==> src/rtl/lsu_pkg.sv <==
// Shared definitions for the load/store unit: funct3 codes, FSM states, size decode.
package lsu_pkg;

  localparam logic [2:0] F3_LB  = 3'b000;
  localparam logic [2:0] F3_LH  = 3'b001;
  localparam logic [2:0] F3_LW  = 3'b010;
  localparam logic [2:0] F3_LD  = 3'b011;
  localparam logic [2:0] F3_LBU = 3'b100;
  localparam logic [2:0] F3_LHU = 3'b101;
  localparam logic [2:0] F3_LWU = 3'b110;
  localparam logic [2:0] F3_SB  = 3'b000;
  localparam logic [2:0] F3_SH  = 3'b001;
  localparam logic [2:0] F3_SW  = 3'b010;
  localparam logic [2:0] F3_SD  = 3'b011;

  typedef enum logic [2:0] {
    ST_IDLE     = 3'd0,
    ST_LOAD     = 3'd1,
    ST_STORE_RD = 3'd2,
    ST_STORE_WR = 3'd3,
    ST_RESP     = 3'd4
  } lsu_state_t;

  function automatic logic [3:0] size_bytes(input logic [2:0] funct3);
    case (funct3[1:0])
      2'b00:   size_bytes = 4'd1;
      2'b01:   size_bytes = 4'd2;
      2'b10:   size_bytes = 4'd4;
      default: size_bytes = 4'd8;
    endcase
  endfunction

endpackage

==> src/rtl/lsu_if.sv <==
// Request/response handshake plus doubleword memory bus of the load/store unit.
// Handshake: a transfer happens on a rising edge where valid and ready are both 1.
interface lsu_if #(parameter int ADDR_WIDTH = 64);
  logic                  ReqValid;
  logic                  ReqReady;
  logic                  ReqWrite;
  logic [2:0]            ReqFunct3;
  logic [ADDR_WIDTH-1:0] ReqAddress;
  logic [63:0]           ReqWriteData;
  logic                  RespValid;
  logic                  RespReady;
  logic [63:0]           RespReadData;
  logic                  RespError;
  logic [ADDR_WIDTH-1:0] MemAddress;
  logic                  MemRead;
  logic                  MemWrite;
  logic [63:0]           MemWriteData;
  logic [63:0]           MemReadData;

  modport slave (
    input  ReqValid, ReqWrite, ReqFunct3, ReqAddress, ReqWriteData, RespReady, MemReadData,
    output ReqReady, RespValid, RespReadData, RespError, MemAddress, MemRead, MemWrite,
           MemWriteData
  );

  modport master (
    output ReqValid, ReqWrite, ReqFunct3, ReqAddress, ReqWriteData, RespReady, MemReadData,
    input  ReqReady, RespValid, RespReadData, RespError, MemAddress, MemRead, MemWrite,
           MemWriteData
  );
endinterface

==> src/rtl/lsu_align.sv <==
// Combinational byte-lane logic: load extract/extend and store merge within a doubleword.
module lsu_align
  import lsu_pkg::*;
(
  input  logic [63:0] mem_data,
  input  logic [2:0]  offset,
  input  logic [2:0]  funct3,
  output logic [63:0] load_value,
  input  logic [63:0] old_data,
  input  logic [63:0] store_data,
  input  logic [3:0]  size,
  output logic [63:0] merged
);

  logic [63:0] shifted;
  logic [63:0] store_shifted;
  logic [3:0]  lo;
  logic [3:0]  hi;

  always_comb begin
    shifted = mem_data >> {offset, 3'b000};
    case (funct3[1:0])
      2'b00:   load_value = funct3[2] ? {56'd0, shifted[7:0]}  : {{56{shifted[7]}},  shifted[7:0]};
      2'b01:   load_value = funct3[2] ? {48'd0, shifted[15:0]} : {{48{shifted[15]}}, shifted[15:0]};
      2'b10:   load_value = funct3[2] ? {32'd0, shifted[31:0]} : {{32{shifted[31]}}, shifted[31:0]};
      default: load_value = shifted;
    endcase
  end

  // Store data is moved up to its byte lane, then only lanes [offset, offset+size) are taken.
  always_comb begin
    store_shifted = store_data << {offset, 3'b000};
    lo            = {1'b0, offset};
    hi            = lo + size;
    merged        = old_data;
    for (int i = 0; i < 8; i++) begin
      if ((4'(i) >= lo) && (4'(i) < hi)) merged[8*i +: 8] = store_shifted[8*i +: 8];
    end
  end

endmodule

==> src/rtl/load_store_unit.sv <==
// RV64I load/store unit: legality check, doubleword memory access, read-modify-write stores.
module load_store_unit
  import lsu_pkg::*;
#(
  parameter int          ADDR_WIDTH = 64,
  parameter logic [63:0] RESET_DATA = 64'h0
) (
  input  logic       Clock,
  input  logic       Reset,
  lsu_if.slave       bus,
  output lsu_state_t dbg_state
);

  lsu_state_t            state;
  logic                  req_ready;
  logic                  resp_valid;
  logic                  resp_error;
  logic [63:0]           resp_data;
  logic                  mem_read;
  logic                  mem_write;
  logic                  cap_write;
  logic [2:0]            cap_funct3;
  logic [ADDR_WIDTH-1:0] cap_addr;
  logic [63:0]           cap_wdata;
  logic [63:0]           merge_q;

  logic [3:0]  req_size;
  logic [3:0]  req_size_m1;
  logic        illegal;
  logic        misaligned;
  logic [63:0] load_value;
  logic [63:0] merged;

  always_comb begin
    req_size    = size_bytes(bus.ReqFunct3);
    req_size_m1 = req_size - 4'd1;
    illegal     = bus.ReqWrite ? bus.ReqFunct3[2] : (bus.ReqFunct3 == 3'b111);
    misaligned  = |(bus.ReqAddress[2:0] & req_size_m1[2:0]);
  end

  lsu_align u_align (
    .mem_data   (bus.MemReadData),
    .offset     (cap_addr[2:0]),
    .funct3     (cap_funct3),
    .load_value (load_value),
    .old_data   (merge_q),
    .store_data (cap_wdata),
    .size       (size_bytes(cap_funct3)),
    .merged     (merged)
  );

  // Memory enables are registered alongside the state so they are glitch-free and reset-cleared.
  always_ff @(posedge Clock or posedge Reset) begin
    if (Reset) begin
      state      <= ST_IDLE;
      req_ready  <= 1'b0;
      resp_valid <= 1'b0;
      resp_error <= 1'b0;
      resp_data  <= RESET_DATA;
      mem_read   <= 1'b0;
      mem_write  <= 1'b0;
      cap_write  <= 1'b0;
      cap_funct3 <= '0;
      cap_addr   <= '0;
      cap_wdata  <= '0;
      merge_q    <= '0;
    end else begin
      case (state)
        ST_IDLE: begin
          if (bus.ReqValid && req_ready) begin
            cap_write  <= bus.ReqWrite;
            cap_funct3 <= bus.ReqFunct3;
            cap_addr   <= bus.ReqAddress;
            cap_wdata  <= bus.ReqWriteData;
            req_ready  <= 1'b0;
            resp_data  <= '0;
            resp_error <= illegal || misaligned;
            if (illegal || misaligned) begin
              resp_valid <= 1'b1;
              state      <= ST_RESP;
            end else if (!bus.ReqWrite) begin
              mem_read <= 1'b1;
              state    <= ST_LOAD;
            end else if (bus.ReqFunct3[1:0] == 2'b11) begin
              mem_write <= 1'b1;
              state     <= ST_STORE_WR;
            end else begin
              mem_read <= 1'b1;
              state    <= ST_STORE_RD;
            end
          end else begin
            req_ready <= 1'b1;
          end
        end
        ST_LOAD: begin
          resp_data  <= load_value;
          mem_read   <= 1'b0;
          resp_valid <= 1'b1;
          state      <= ST_RESP;
        end
        ST_STORE_RD: begin
          merge_q   <= bus.MemReadData;
          mem_read  <= 1'b0;
          mem_write <= 1'b1;
          state     <= ST_STORE_WR;
        end
        ST_STORE_WR: begin
          mem_write  <= 1'b0;
          resp_valid <= 1'b1;
          state      <= ST_RESP;
        end
        ST_RESP: begin
          if (bus.RespReady) begin
            resp_valid <= 1'b0;
            resp_error <= 1'b0;
            req_ready  <= 1'b1;
            state      <= ST_IDLE;
          end
        end
        default: state <= ST_IDLE;
      endcase
    end
  end

  assign bus.ReqReady     = req_ready;
  assign bus.RespValid    = resp_valid;
  assign bus.RespError    = resp_error;
  assign bus.RespReadData = resp_data;
  assign bus.MemRead      = mem_read;
  assign bus.MemWrite     = mem_write;
  assign bus.MemAddress   = {cap_addr[ADDR_WIDTH-1:3], 3'b000};
  assign bus.MemWriteData = merged;
  assign dbg_state        = state;

endmodule

==> src/flat_wrapper.sv <==
// flat-port wrapper written by rule: the top's interface ports become plain ports
module load_store_unit_flat import lsu_pkg::*;
#(
  parameter int          ADDR_WIDTH = 64,
  parameter logic [63:0] RESET_DATA = 64'h0
)
  (Clock, Reset, dbg_state, bus_ReqValid, bus_ReqWrite, bus_ReqFunct3, bus_ReqAddress, bus_ReqWriteData, bus_RespReady, bus_MemReadData, bus_ReqReady, bus_RespValid, bus_RespReadData, bus_RespError, bus_MemAddress, bus_MemRead, bus_MemWrite, bus_MemWriteData);
  lsu_if #(.ADDR_WIDTH(ADDR_WIDTH)) bus_i ();
  input  logic Clock;
  input  logic Reset;
  output lsu_state_t dbg_state;
  input wire logic [$bits(bus_i.ReqValid)-1:0] bus_ReqValid;
  input wire logic [$bits(bus_i.ReqWrite)-1:0] bus_ReqWrite;
  input wire logic [$bits(bus_i.ReqFunct3)-1:0] bus_ReqFunct3;
  input wire logic [$bits(bus_i.ReqAddress)-1:0] bus_ReqAddress;
  input wire logic [$bits(bus_i.ReqWriteData)-1:0] bus_ReqWriteData;
  input wire logic [$bits(bus_i.RespReady)-1:0] bus_RespReady;
  input wire logic [$bits(bus_i.MemReadData)-1:0] bus_MemReadData;
  output wire logic [$bits(bus_i.ReqReady)-1:0] bus_ReqReady;
  output wire logic [$bits(bus_i.RespValid)-1:0] bus_RespValid;
  output wire logic [$bits(bus_i.RespReadData)-1:0] bus_RespReadData;
  output wire logic [$bits(bus_i.RespError)-1:0] bus_RespError;
  output wire logic [$bits(bus_i.MemAddress)-1:0] bus_MemAddress;
  output wire logic [$bits(bus_i.MemRead)-1:0] bus_MemRead;
  output wire logic [$bits(bus_i.MemWrite)-1:0] bus_MemWrite;
  output wire logic [$bits(bus_i.MemWriteData)-1:0] bus_MemWriteData;
  assign bus_i.ReqValid = bus_ReqValid;
  assign bus_i.ReqWrite = bus_ReqWrite;
  assign bus_i.ReqFunct3 = bus_ReqFunct3;
  assign bus_i.ReqAddress = bus_ReqAddress;
  assign bus_i.ReqWriteData = bus_ReqWriteData;
  assign bus_i.RespReady = bus_RespReady;
  assign bus_i.MemReadData = bus_MemReadData;
  assign bus_ReqReady = bus_i.ReqReady;
  assign bus_RespValid = bus_i.RespValid;
  assign bus_RespReadData = bus_i.RespReadData;
  assign bus_RespError = bus_i.RespError;
  assign bus_MemAddress = bus_i.MemAddress;
  assign bus_MemRead = bus_i.MemRead;
  assign bus_MemWrite = bus_i.MemWrite;
  assign bus_MemWriteData = bus_i.MemWriteData;
  load_store_unit #(.ADDR_WIDTH(ADDR_WIDTH), .RESET_DATA(RESET_DATA)) u_core (.Clock(Clock), .Reset(Reset), .bus(bus_i), .dbg_state(dbg_state));
endmodule
==> config.mk <==
export PLATFORM = sky130hd
export DESIGN_NAME = load_store_unit_flat
export DESIGN_NICKNAME = d
export VERILOG_FILES = /design/src/rtl/lsu_pkg.sv /design/src/rtl/lsu_if.sv /design/src/rtl/lsu_align.sv /design/src/rtl/load_store_unit.sv /design/src/flat_wrapper.sv
export SDC_FILE = /design/constraint.sdc
export NUM_CORES = 1
export LEC_CHECK = 0
export BUFFER_PORTS_ARGS = -buffer_cell sky130_fd_sc_hd__buf_2
export CAP_MARGIN = 20
export CORE_UTILIZATION = 54
export DETAILED_ROUTE_END_ITERATION = 6
export GPL_ROUTABILITY_DRIVEN = 0
export PLACE_DENSITY = 0.81
export REMOVE_ABC_BUFFERS = 1
export SYNTH_ARGS = -nofsm -noshare
export SYNTH_HDL_FRONTEND = slang
export SYNTH_SLANG_ARGS = --single-unit
==> constraint.sdc <==
create_clock -name Clock -period 9.3 [get_ports Clock]
set_input_delay 0 -clock Clock [delete_from_list [all_inputs] [get_ports Clock]]
set_output_delay 0 -clock Clock [all_outputs]
set_load 0.05 [all_outputs]
After elaboration in Yosys (flattened, before gate mapping)
Cells that the tools add are included.
{"block": "totals", "register_bits": 267, "inputBits": 200, "out_inout_bits": 200}
{"block": "op_classes", "n_addsub": 2, "magnitude_cmp": 15, "eq_ne": 17, "shift": 2, "n_mux": 42, "n_bitwise": 1, "reduce_logical": 28}
{"cell": "$mux W64", "count": 4}
{"cell": "$pmux W64 S3", "count": 1}
{"cell": "$pmux W64 S2", "count": 1}
{"cell": "$mux W8", "count": 8}
{"cell": "$shl A64 B6 Y64", "count": 1}
{"cell": "$shr A64 B6 Y64", "count": 1}
{"cell": "$lt A3 B4 Y1 const A", "count": 4}
{"cell": "$mux W1", "count": 16}
{"cell": "$mux W3", "count": 4}
{"cell": "$pmux W3 S4", "count": 1}
{"cell": "$pmux W4 S3", "count": 1}
{"cell": "$ge A3 B3 Y1 const A", "count": 3}
{"cell": "$pmux W3 S3", "count": 1}
{"cell": "$logic_and A1 B1 Y1", "count": 8}
{"cell": "$lt A1 B4 Y1 const A", "count": 2}
{"cell": "$lt A2 B4 Y1 const A", "count": 2}
{"cell": "$reduce_and A2 Y1", "count": 4}
{"cell": "$reduce_and A4 Y1", "count": 2}
{"cell": "$eq A2 B2 Y1 const B", "count": 3}
{"cell": "$eq A3 B2 Y1 const B", "count": 2}
{"cell": "$eq A3 B3 Y1 const B", "count": 2}
{"cell": "$ge A1 B3 Y1 const A", "count": 2}
{"cell": "$ge A2 B3 Y1 const A", "count": 2}
{"cell": "$ne A2 B1 Y1 const B", "count": 3}
{"cell": "18 further kinds", "count": 29}

Depth between registers and ports, before layout
{"block": "depth", "word_depth": 9, "mapped_depth": 11}

Hierarchy
A second synthesis with hierarchy kept.
{"block": "hier_totals", "cells_unflattened": 1497, "hier_area_um2": 15331.0}
{"module": "load_store_unit", "instances": 1, "cells_each": 818, "area_per_inst_um2": 10806.6, "seq_area_each_um2": 6681.4}
{"module": "lsu_align", "instances": 1, "cells_each": 679, "area_per_inst_um2": 4524.3, "seq_area_each_um2": 0.0}

Least setup slack after synthesis
Ideal clock, no wire load.
{"block": "synth_path", "path_type": "reg2out", "from": "register u_core.cap_funct3[1]", "to": "output port bus_MemWriteData[40]", "t_arrival_ps": 2989, "slack_ps": 6311, "path_stages_with_launch": 12, "path_cell_list": "dfrtp_1 -> buf_4 -> nor2_1 -> ha_1 -> inv_1 -> fa_1 -> inv_1 -> a22o_1 -> a2111oi_4 -> buf_2 -> or2_2 -> o2bb2ai_1"}
{"block": "synth_between", "elab_chain_cells": 6, "word_cells_on_any_way": 8, "classes_between": "add/sub (1); order compare (1); eq/ne (2); mux (2); reduce/logical (2)"}
{"item": "start, declared", "line_no": "load_store_unit.sv:22", "text": "logic [2:0] cap_funct3;"}
{"item": "start signal, assigned", "line_no": "load_store_unit.sv:72", "text": "cap_funct3 <= bus.ReqFunct3;"}
{"item": "$eq A2 B2 Y1 (tied with other cells)", "line_no": "lsu_pkg.sv:25", "text": "case (funct3[1:0])"}
{"item": "$pmux W4 S3 *", "line_no": "lsu_pkg.sv:25"}
{"item": "$add A3 B4 Y4 *", "line_no": "lsu_align.sv:34", "text": "hi = lo + size;"}
{"item": "$lt A3 B4 Y1 *", "line_no": "lsu_align.sv:37", "text": "if ((4'(i) >= lo) && (4'(i) < hi)) merged[8*i +: 8] = store_shifted[8*i +: 8];"}
{"item": "$logic_and A1 B1 Y1 *", "line_no": "lsu_align.sv:37"}
{"item": "$mux W8 *", "line_no": "lsu_align.sv:37"}
{"item": "end, declared", "line_no": "flat_wrapper.sv:26", "text": "output wire logic [$bits(bus_i.MemWriteData)-1:0] bus_MemWriteData;"}
Mark *: on every way between the ends. The rest lies on a longest branch, timed or not.

Final worst setup path
{"block": "layout_path", "from": "register u_core.cap_addr[1]", "to": "output port bus_MemWriteData[29]"}
{"block": "layout_between", "elab_chain_cells": 4, "word_cells_on_any_way": 6, "classes_between": "add/sub (1); order compare (2); shift (1); mux (1); reduce/logical (1)"}
{"item": "start, declared", "line_no": "load_store_unit.sv:23", "text": "logic [ADDR_WIDTH-1:0] cap_addr;"}
{"item": "start signal, assigned", "line_no": "load_store_unit.sv:73", "text": "cap_addr <= bus.ReqAddress;"}
{"item": "$add A3 B4 Y4", "line_no": "lsu_align.sv:34"}
{"item": "$lt A2 B4 Y1", "line_no": "lsu_align.sv:37"}
{"item": "$logic_and A1 B1 Y1", "line_no": "lsu_align.sv:37"}
{"item": "$mux W8 *", "line_no": "lsu_align.sv:37"}
Marked as above.

==> reports/summary.md <==
The number of global-route vias before repair came out at 14900. The number of enable flip-flop cells after synthesis works out to 0. The Yosys warning count is 0, and the number of max-slew violations in the final report is 0.

The run finished with clean final reports. The share of flip-flops with an asynchronous set or reset is 100%. Global routing consumed, over all layers together, 37.9% of the routing resources.

The run gives 55.0% as the effective utilization at floorplan. Entering global routing, the biggest net connects 111 pins. The maximum fanout encountered on the critical timing path works out to 44. The arrival time of data at the critical path endpoint is 4.52 ns. Relative to the synthesized area, the layout overhead comes to 31.1%.

The summed instance area of the synthesized netlist was 15300 µm²; the final net count was 2293. Of the cells placed in the final design, the portion with a size suffix greater than 1 is 31.5%. The kind of start point of the critical path is a flop. The transition time at the pin with the least slew margin came out at 1.23 ns. Leaving out fill and tap cells, the most frequent cell in the layout is sky130_fd_sc_hd__nand2_1. For the number of nets with antenna violations after routing, the log shows 0.

Summing all multi-input logic gate instances after layout gives 7570 µm². For this run, the leading register cell type out of synthesis is sky130_fd_sc_hd__dfrtp_1. First-pass GRT wire length: 83.6 mm. The tools report the number of top-level design ports as 400. Setup violations remaining at the end of the flow were counted as 0. Setup repair after global routing left no endpoint under its margin.

The run gives 5.40 ns as the worst slack after detailed placement. TritonCTS built the clock tree. The tree is rooted in a sky130_fd_sc_hd__clkbuf_16. The number of endpoints with negative hold slack in the final report came out at 0. In this run the worst hold path is classified as in2async. Global routing used 60.1% of the available met2 tracks.

Once routing completed, OpenROAD measured the worst setup slack at 4.78 ns. The instance count of the mapped netlist was 1611. The post-synthesis register bit count is 267, and the cell row count is 61.

The tools report the global routing usage on met3 as 8.88%. The tools report the start point of the critical path as u_core.cap_addr[1]$_DFFE_PP0P_. The number of H-tree levels is 1, and the maximum single-stage delay on the critical path is 1.00 ns.

Counting stages on the worst path, the most repeated cell is sky130_fd_sc_hd__inv_1. The worst path uses 48.6% of the clock period. In this run the tool buffered the top-level ports with 396 buffer cells. Counting the buffers created by CTS gives 30. The routed design could run at a clock period as short as 4.52 ns. Before antenna repair, the detailed router went through 6 iterations. The layout has 1922 filler cells. Worst slew margin relative to its limit: 17.8%. The first routing iteration left 1555 violations. The number of antenna diodes in the final layout is 0. The sequential element share of the synthesized area is 43.7%. The tree built by TritonCTS fans out to 267 sinks. For the maximum buffer depth of the clock tree, the log shows 3.

The worst setup path is of the reg2out kind. The via count is 15000, and the sequential cell area in the final layout is 6690 µm². The largest individual stage delay along the critical path comes from the cell sky130_fd_sc_hd__a21oi_2. Summed over all nets, the half-perimeter wirelength after detailed placement is 32.8 mm.

In the global route stage, met1 resource usage came out at 47.1%. The number of antenna violations at the first check in global routing came out at 0. The core region is 27800 µm². The detailed-route vias per instance was 6.02.

After detailed routing, the number of remaining DRC violations is 0. Sum of routed wire length over all layers: 55.8 mm. The vertical die dimension was 170 µm; the count of cells along the worst register-to-register path was 8.

For the final database, setup skew stands at 0.0135 ns. The die covers 29000 µm². Clock-pin slew was measured on the worst setup and hold paths at 0.06 ns. For this run the aggregate overflow at the end of global routing stands at 0. The critical path goes through inv_1, fa_1, xnor2_1, inv_1, a21oi_2, mux2_2, buf_2. Number of violations of the max-capacitance limit: 0.

Layer with the highest usage after global routing: met2. The library cells used most frequently in the layout, excluding fill and tap cells, are sky130_fd_sc_hd__nand2_1, sky130_fd_sc_hd__buf_2, sky130_fd_sc_hd__dfrtp_1. The data required time of the worst path was 9.30 ns; the average cell area after synthesis was 9.48 µm². Derived from the worst setup path, the maximum achievable clock frequency is 0.221 GHz.

Dividing the detail-routed wire length by the instance count gives 22.4 µm. STA classifies the critical path endpoint as an output pin. The logs give 62 for the distinct cell type count of the synthesized netlist and 0.56 ns for the later-pin clock latency in the skew report. The startpoint identified for the worst register-to-register timing path is u_core.cap_addr[1]$_DFFE_PP0P_.

The floorplan step set the die width to 170 µm.
-- synth_stat cells (all sizes together), types with 4 or more instances --
cell	n	area share, %
nand2	520	13
buf	117	5.4
o22ai	15	0.61
a221o	15	0.98
and3	8	0.33
xnor2	4	0.28
clkbuf	59	1.4
nand3	9	0.29
o31ai	11	0.95
dfrtp	267	44
o21a	4	0.20
inv	9	0.22
a31oi	11	0.55
nor3	4	0.28
o2bb2ai	11	0.63
mux2i	95	6.2
a211oi	9	0.44
a2bb2oi	8	0.50
mux4	31	4.6
a21oi	43	1.5
or2	10	0.41
nand2b	14	0.57
nor2	62	1.5
mux2	124	9.2
nor2b	12	0.49
a211o	15	0.86
o21ai	85	2.8
a21boi	7	0.34
-- repair_timing --
action,CTS,global route
hold buffers,201,0
endpoints found under the hold margin,298,0
setup buffers,0,0
gates resized for setup,0,0
-- worst max-delay path, delay by kind of cell (launching register included) --
| family | cells | cell delay [ns] |
|---|---|---|
| buf+inv | 3 | 0.65 |
| xor+xnor | 1 | 0.52 |
| flops | 1 | 0.83 |
| mux | 1 | 0.44 |
| fa+ha+maj | 1 | 0.51 |
| compound gates | 1 | 1.00 |
-- cell families after synthesis --
group / share of synthesized area [%]
XOR/XNOR: 0.278
adder cells (fa/ha/maj): 0.377
AND/OR/NAND/NOR: 17.2
buffers and inverters: 7.03
flip-flops: 43.7
multiplexers: 20.0
other: 0.0245
AO/OA/AOI/OAI: 11.4
-- final cells by class --
cell class	instances	area share (%)
inverter	9	0.206
timing repair buffer	620	21.1
clock buffer	41	4.31
multi-input combinational	1161	37.8
clock inverter	13	0.893
tap	378	2.36
sequential	267	33.4
-- stage by stage --
stage / instances / hold slack (ns) / instance area (µm²) / setup TNS (ns) / utilization [%]
2_1_floorplan: 1437 / 0.104 / 14200 / -156.06 / -
6_report: 2489 / 0.0592 / 20000 / 0 / 72.1
5_1_grt: 2489 / 0.101 / 20000 / 0 / 72.1
4_1_cts: 2485 / 0.0672 / 20000 / 0 / 71.8
3_5_place_dp: 2230 / 0.100 / 16900 / 0 / 60.8
3_3_place_gp: 2230 / 0.0967 / 16900 / 0 / 60.8
-- flip-flops by register name, summed over array words and instances (netlist names) --
name,flops
u_core.bus.RespReadData,64
u_core.bus.MemRead,1
u_core.dbg_state,3
u_core.bus.MemWrite,1
u_core.bus.ReqReady,1
u_core.bus.RespValid,1
u_core.cap_funct3,3
u_core.cap_wdata,64
u_core.bus.RespError,1
u_core.merge_q,64
u_core.cap_addr,64
-- per-layer routing --
layer  routed length (µm)  up-vias
met5                    0        -
met2                25700     1084
met1                20800     7226
li1                     -     6401
met4                 3550        0
met3                 5770      267
-- path summary, 6_finish.rpt --
check                                                          end  slack, ns
max in group asynchronous          u_core.cap_wdata[1]$_DFFE_PP0P_       7.15
min in group Clock                u_core.cap_wdata[59]$_DFFE_PP0P_       0.17
max                                           bus_MemWriteData[29]       4.78
min reg2reg                        u_core.cap_addr[20]$_DFFE_PP0P_       0.47
max reg2reg                u_core.bus.RespReadData[62]$_DFFE_PP0P_       5.46
min                                u_core.cap_addr[21]$_DFFE_PP0P_       0.06
Power is left out: the tool's default activity adds up to more than one toggle a clock period on the data nets, which glitch-free logic cannot reach.
